--- src/rtl/dmem_load_sequencer_pkg.sv ---
// dmem_load_sequencer_pkg: shared state encoding and memory depth for the load sequencer
package dmem_load_sequencer_pkg;
  typedef enum logic [1:0] {LD_IDLE, LD_LOAD, LD_FLUSH, LD_DONE} load_state_t;
  localparam int DMEM_DEPTH = 1024;
endpackage

--- src/rtl/dmem_load_sequencer.sv ---
// dmem_load_sequencer: streams a word image into data SRAM, checksums it and raises START when committed
module dmem_load_sequencer
  import dmem_load_sequencer_pkg::*;
#(
  parameter int DEPTH = DMEM_DEPTH,
  parameter int AW = $clog2(DEPTH),
  parameter int DW = 32
) (
  input  logic          CLK,
  input  logic          RST,
  input  logic          LOAD_REQ,
  input  logic [AW-1:0] LOAD_BASE,
  input  logic [AW:0]   LOAD_LEN,
  input  logic          ABORT,
  input  logic          IN_VALID,
  input  logic [DW-1:0] IN_DATA,
  output logic          IN_READY,
  output logic          TB_LOAD_DATA_CTRL,
  output logic [AW-1:0] TB_LOAD_DATA_ADDR,
  output logic [DW-1:0] TB_LOAD_DATA_DATA,
  output logic          BUSY,
  output logic          DONE,
  output logic          ERR,
  output logic          START,
  output logic [DW-1:0] CHECKSUM
);
  localparam logic [AW:0] depth_w = (AW+1)'(DEPTH);
  load_state_t state, state_next;
  logic [AW-1:0] base, idx;
  logic [AW:0] remaining;
  logic idle_or_done, live, range_bad, req_ok, req_bad, kill, beat;
  assign idle_or_done = state == LD_IDLE || state == LD_DONE;
  assign live = state == LD_LOAD || state == LD_FLUSH;
  assign range_bad = ({1'b0, LOAD_BASE} + LOAD_LEN) > depth_w;
  assign req_ok = LOAD_REQ & idle_or_done & ~range_bad;
  assign req_bad = LOAD_REQ & idle_or_done & range_bad;
  assign kill = ABORT & live;
  assign IN_READY = state == LD_LOAD && remaining != '0 && !ABORT;
  assign beat = IN_VALID & IN_READY;
  assign BUSY = live;
  // state register
  always_ff @(posedge CLK) begin
    if (RST) state <= LD_IDLE;
    else state <= state_next;
  end
  // next state: an accepted request outranks abort, which in DONE is meaningless anyway
  always_comb begin
    state_next = state;
    if (req_ok) state_next = LOAD_LEN == '0 ? LD_FLUSH : LD_LOAD;
    else if (kill) state_next = LD_IDLE;
    else if (state == LD_LOAD && beat && remaining == (AW+1)'(1)) state_next = LD_FLUSH;
    else if (state == LD_FLUSH) state_next = LD_DONE;
  end
  // counters, registered write port, status pulses and checksum
  always_ff @(posedge CLK) begin
    if (RST) begin
      base <= '0;
      idx <= '0;
      remaining <= '0;
      TB_LOAD_DATA_CTRL <= 1'b0;
      TB_LOAD_DATA_ADDR <= '0;
      TB_LOAD_DATA_DATA <= '0;
      DONE <= 1'b0;
      ERR <= 1'b0;
      START <= 1'b0;
      CHECKSUM <= '0;
    end else begin
      TB_LOAD_DATA_CTRL <= beat;
      DONE <= state == LD_FLUSH && !ABORT;
      ERR <= req_bad | kill;
      if (beat) begin
        TB_LOAD_DATA_ADDR <= base + idx;
        TB_LOAD_DATA_DATA <= IN_DATA;
        idx <= idx + 1'b1;
        remaining <= remaining - 1'b1;
        CHECKSUM <= CHECKSUM + IN_DATA;
      end
      if (req_ok) begin
        base <= LOAD_BASE;
        idx <= '0;
        remaining <= LOAD_LEN;
        CHECKSUM <= '0;
      end
      if (req_ok || kill) START <= 1'b0;
      else if (state == LD_FLUSH) START <= 1'b1;
    end
  end
endmodule

--- config.mk ---
export PLATFORM = sky130hd
export DESIGN_NAME = dmem_load_sequencer
export DESIGN_NICKNAME = d
export VERILOG_FILES = /design/src/rtl/dmem_load_sequencer_pkg.sv /design/src/rtl/dmem_load_sequencer.sv
export SDC_FILE = /design/constraint.sdc
export NUM_CORES = 1
export LEC_CHECK = 0
export ABC_AREA = 1
export CAP_MARGIN = 5
export CORE_MARGIN = 1.5
export CORE_UTILIZATION = 49
export CTS_BUF_LIST = sky130_fd_sc_hd__clkbuf_2
export CTS_CLUSTER_DIAMETER = 100
export DETAILED_ROUTE_END_ITERATION = 16
export GPL_TIMING_DRIVEN = 1
export PLACE_DENSITY = 0.79
export SYNTH_ARGS = -nofsm -noshare
export SYNTH_HDL_FRONTEND = slang
export SYNTH_SLANG_ARGS = --single-unit
--- constraint.sdc ---
create_clock -name CLK -period 2.45 [get_ports CLK]
set_clock_uncertainty 0.1 [all_clocks]
set_input_delay 0.49 -clock CLK [delete_from_list [all_inputs] [get_ports CLK]]
set_output_delay 0.49 -clock CLK [all_outputs]
set_load 0.1 [all_outputs]
==> out/qor.csv <==
metric;value;unit
outcome;finished with violations;
failing checks;negative setup slack;
crit path kind;register to primary output;
Yosys warnings;0;
CTS buffer count;9;
number of synthesized register bits;111;
Die ar.;0.0154;mm2
mapped cell area;0.00721;mm2
Cell Area, Placed;0.00964;mm2
count of final hold-check violations;0;
Syn Inst Count;1077;
Synth Net Count;1193;
Most used DFF post-synth;dfxtp_1;
Finished Cell Area;0.0101;mm2
first-pass GRT wire length;36.1;mm
Total Routed Length;21.9;mm
Cell variety after synth;42;
Die Span X;124;um
core area;0.0144;mm2
Worst-path clk slew;0.31;ns
critical path startpoint category;register;
DR DRC count;0;
initial cell density of the core;50.0;%
Area growth syn-to-layout;40.0;%
Req. time, crit path;1.86;ns
Seq/Total Area, Yosys;30.8;%
clk sink count;111;
Root Driver;clkbuf_2;
Core Rows;44;
most frequent cells in the layout;226 x buf_4, 204 x nand2_1, 180 x nor2_1, 96 x a21oi_1, 92 x inv_1;
RSZ-0062 raised after global routing;true;
IO Pins;138;
crit path max fanout;4;
vias in the first global route;7672;
Slew @ Worst Pin;0.398;ns
worst-skew pair later-pin latency;0.67;ns
worst setup margin;-0.106;ns
initial DRC count;435;
CP Data Arrival Time;1.97;ns
gr ovfl total;0;
Detail Route Antenna Nets;0;
Initial DRT Pass Iterations;7;
Max transition margin;73.2;%
worst-case vdd ir drop;1.01;mV
via count;8026;
FILL cells;1246;
max_cap viols;0;
number of hold buffers added after cts;0;
Avg Cell Area, Syn;6.69;um2
die height;124;um
fin crit share;104;%
Post-DP HPWL;16.2;mm
Leak;4.89;nW
antenna violations before repair;1;
Post-synth EDFFs;0;
Hold Crit Class;input pin to register;
final setup TNS;-0.106;ns
leading cell type in the layout, fill and taps excluded;buf_4;
TritonCTS clock tree;done;
ys async rst share;0;%
# H-tree levels;3;
pre-CTS setup slack;-0.724;ns
Fmax;391;MHz
Vias per Instance;5.21;
minimum clock period;2.56;ns
layout cells sized above 1;25.4;%
Slew Limit Fails;0;
Crit. End Element;primary output;
pwr dens;682;mW/mm2
nets;1467;
largest net degree at the start of global routing;81;
Final Setup Violations;1;
Placer Congestion;0.937;
WL per Instance;14.2;um
clock tree buffer depth;2;
# port buffers;137;
GRT Util Overall;27.9;%
==> synthesized netlist by cell type (2+ instances only) <==
| cell | instances | share of area [%] |
|---|---|---|
| ha_1 | 55 | 9.5 |
| inv_1 | 96 | 5.0 |
| nor4_1 | 4 | 0.35 |
| clkbuf_1 | 13 | 0.68 |
| nor3b_1 | 2 | 0.21 |
| nand4_1 | 14 | 1.2 |
| buf_4 | 2 | 0.21 |
| buf_6 | 4 | 0.62 |
| nand3b_1 | 4 | 0.42 |
| nand2_2 | 5 | 0.43 |
| xnor2_1 | 9 | 1.1 |
| nand3_1 | 72 | 5.0 |
| fa_1 | 3 | 0.83 |
| o31ai_1 | 2 | 0.21 |
| o21a_1 | 2 | 0.21 |
| nand2_4 | 3 | 0.47 |
| or2_2 | 8 | 0.69 |
| xor2_1 | 22 | 2.7 |
| a21oi_2 | 4 | 0.49 |
| nor2_2 | 5 | 0.43 |
| o21ai_0 | 91 | 6.3 |
| a21oi_1 | 96 | 6.7 |
| dfxtp_1 | 111 | 31 |
| a21o_1 | 5 | 0.52 |
| o21bai_1 | 7 | 0.73 |
| buf_1 | 2 | 0.10 |
| nand2_1 | 209 | 11 |
| buf_2 | 13 | 0.90 |
| o211ai_1 | 2 | 0.21 |
| nor2_1 | 187 | 9.7 |
| nor3_1 | 14 | 0.97 |
==> path summary, 6_finish.rpt <==
kind / startpoint / to / slack (ns) / depth (start not counted)
worst min-delay path: LOAD_LEN[0] / remaining[0]$_SDFFE_PP0P_ / 0.14 / 4
worst max register to register: remaining[5]$_SDFFE_PP0P_ / remaining[9]$_SDFFE_PP0P_ / 0.12 / 16
worst min register to register: CHECKSUM[10]$_SDFFE_PP0P_ / CHECKSUM[10]$_SDFFE_PP0P_ / 0.39 / 2
worst max-delay path: remaining[8]$_SDFFE_PP0P_ / IN_READY / -0.11 / 7
==> state kept, by name, summed over array words and instances, names as in the netlist <==
| name | count |
|---|---|
| CHECKSUM | 32 |
| TB_LOAD_DATA_ADDR | 10 |
| remaining | 11 |
| TB_LOAD_DATA_DATA | 32 |
| idx | 10 |
| state | 2 |
| base | 10 |
| TB_LOAD_DATA_CTRL | 1 |
| DONE | 1 |
| START | 1 |
| ERR | 1 |
==> where the power goes <==
part | internal, mW | switching (mW) | total, mW
Combinational | 1.35 | 2.34 | 3.69
Clock | 0.337 | 0.652 | 0.989
Sequential | 2.04 | 0.162 | 2.20
Total | 3.73 | 3.16 | 6.89
==> metrics by stage <==
step                std cells  hold WS [ns]  utilization, %  total power, mW
detailed placement       1503         0.367            66.9             5.40
CTS                      1538         0.267            69.2             6.71
floorplan                1077         0.356               -             4.43
global route             1541         0.174            70.0             7.28
global placement         1503         0.359            66.9             5.36
finish                   1541         0.144            70.0             6.89
==> cell families after synthesis <==
logic type | count (synthesis) | share of synthesized area [%]
AOI/OAI and AO/OA | 214 | 15.9
DFF | 111 | 30.8
buffers and inverters | 132 | 7.62
and+or+nand+nor | 531 | 31.5
xor gates and xnor gates | 31 | 3.77
adders and majority gates | 58 | 10.4
==> routing by layer <==
| metal | global-route usage (%) | vias up | wire length (um) |
|---|---|---|---|
| met4 | 9.20 | 0 | 431 |
| met5 | 0 | - | 0 |
| li1 | - | 4089 | - |
| met3 | 4.12 | 38 | 1240 |
| met1 | 37.2 | 3622 | 9960 |
| met2 | 46.3 | 277 | 10300 |
==> worst max-delay path: stages (launching register included) <==
cell        delay [ns]
dfxtp_2           0.42
inv_1             0.13
nand2_1           0.11
nor2_2            0.15
nand2_2           0.10
nand2_4           0.09
clkinvlp_4        0.11
buf_12            0.18
==> area by class of cell <==
class                      count  area (um2)  share of cell area (%)
sequential                   111        2270                    22.5
tap                          184         230                    2.28
clock buffer                   9        45.0                   0.446
inverter                      98         374                    3.71
timing repair buffer         297        2510                    24.9
clock inverter                 7        93.8                   0.930
antenna                        1        2.50                  0.0248
multi-input combinational    834        4560                    45.2
==> timing repair <==
action                                  in CTS  in global routing
cloned                                       0                  0
buffers inserted                            20                  3
endpoints found under the setup margin       1                 69
pin swaps                                    4                  7
gates resized for setup                     22                 35
Power figures use the tool's default switching activity.
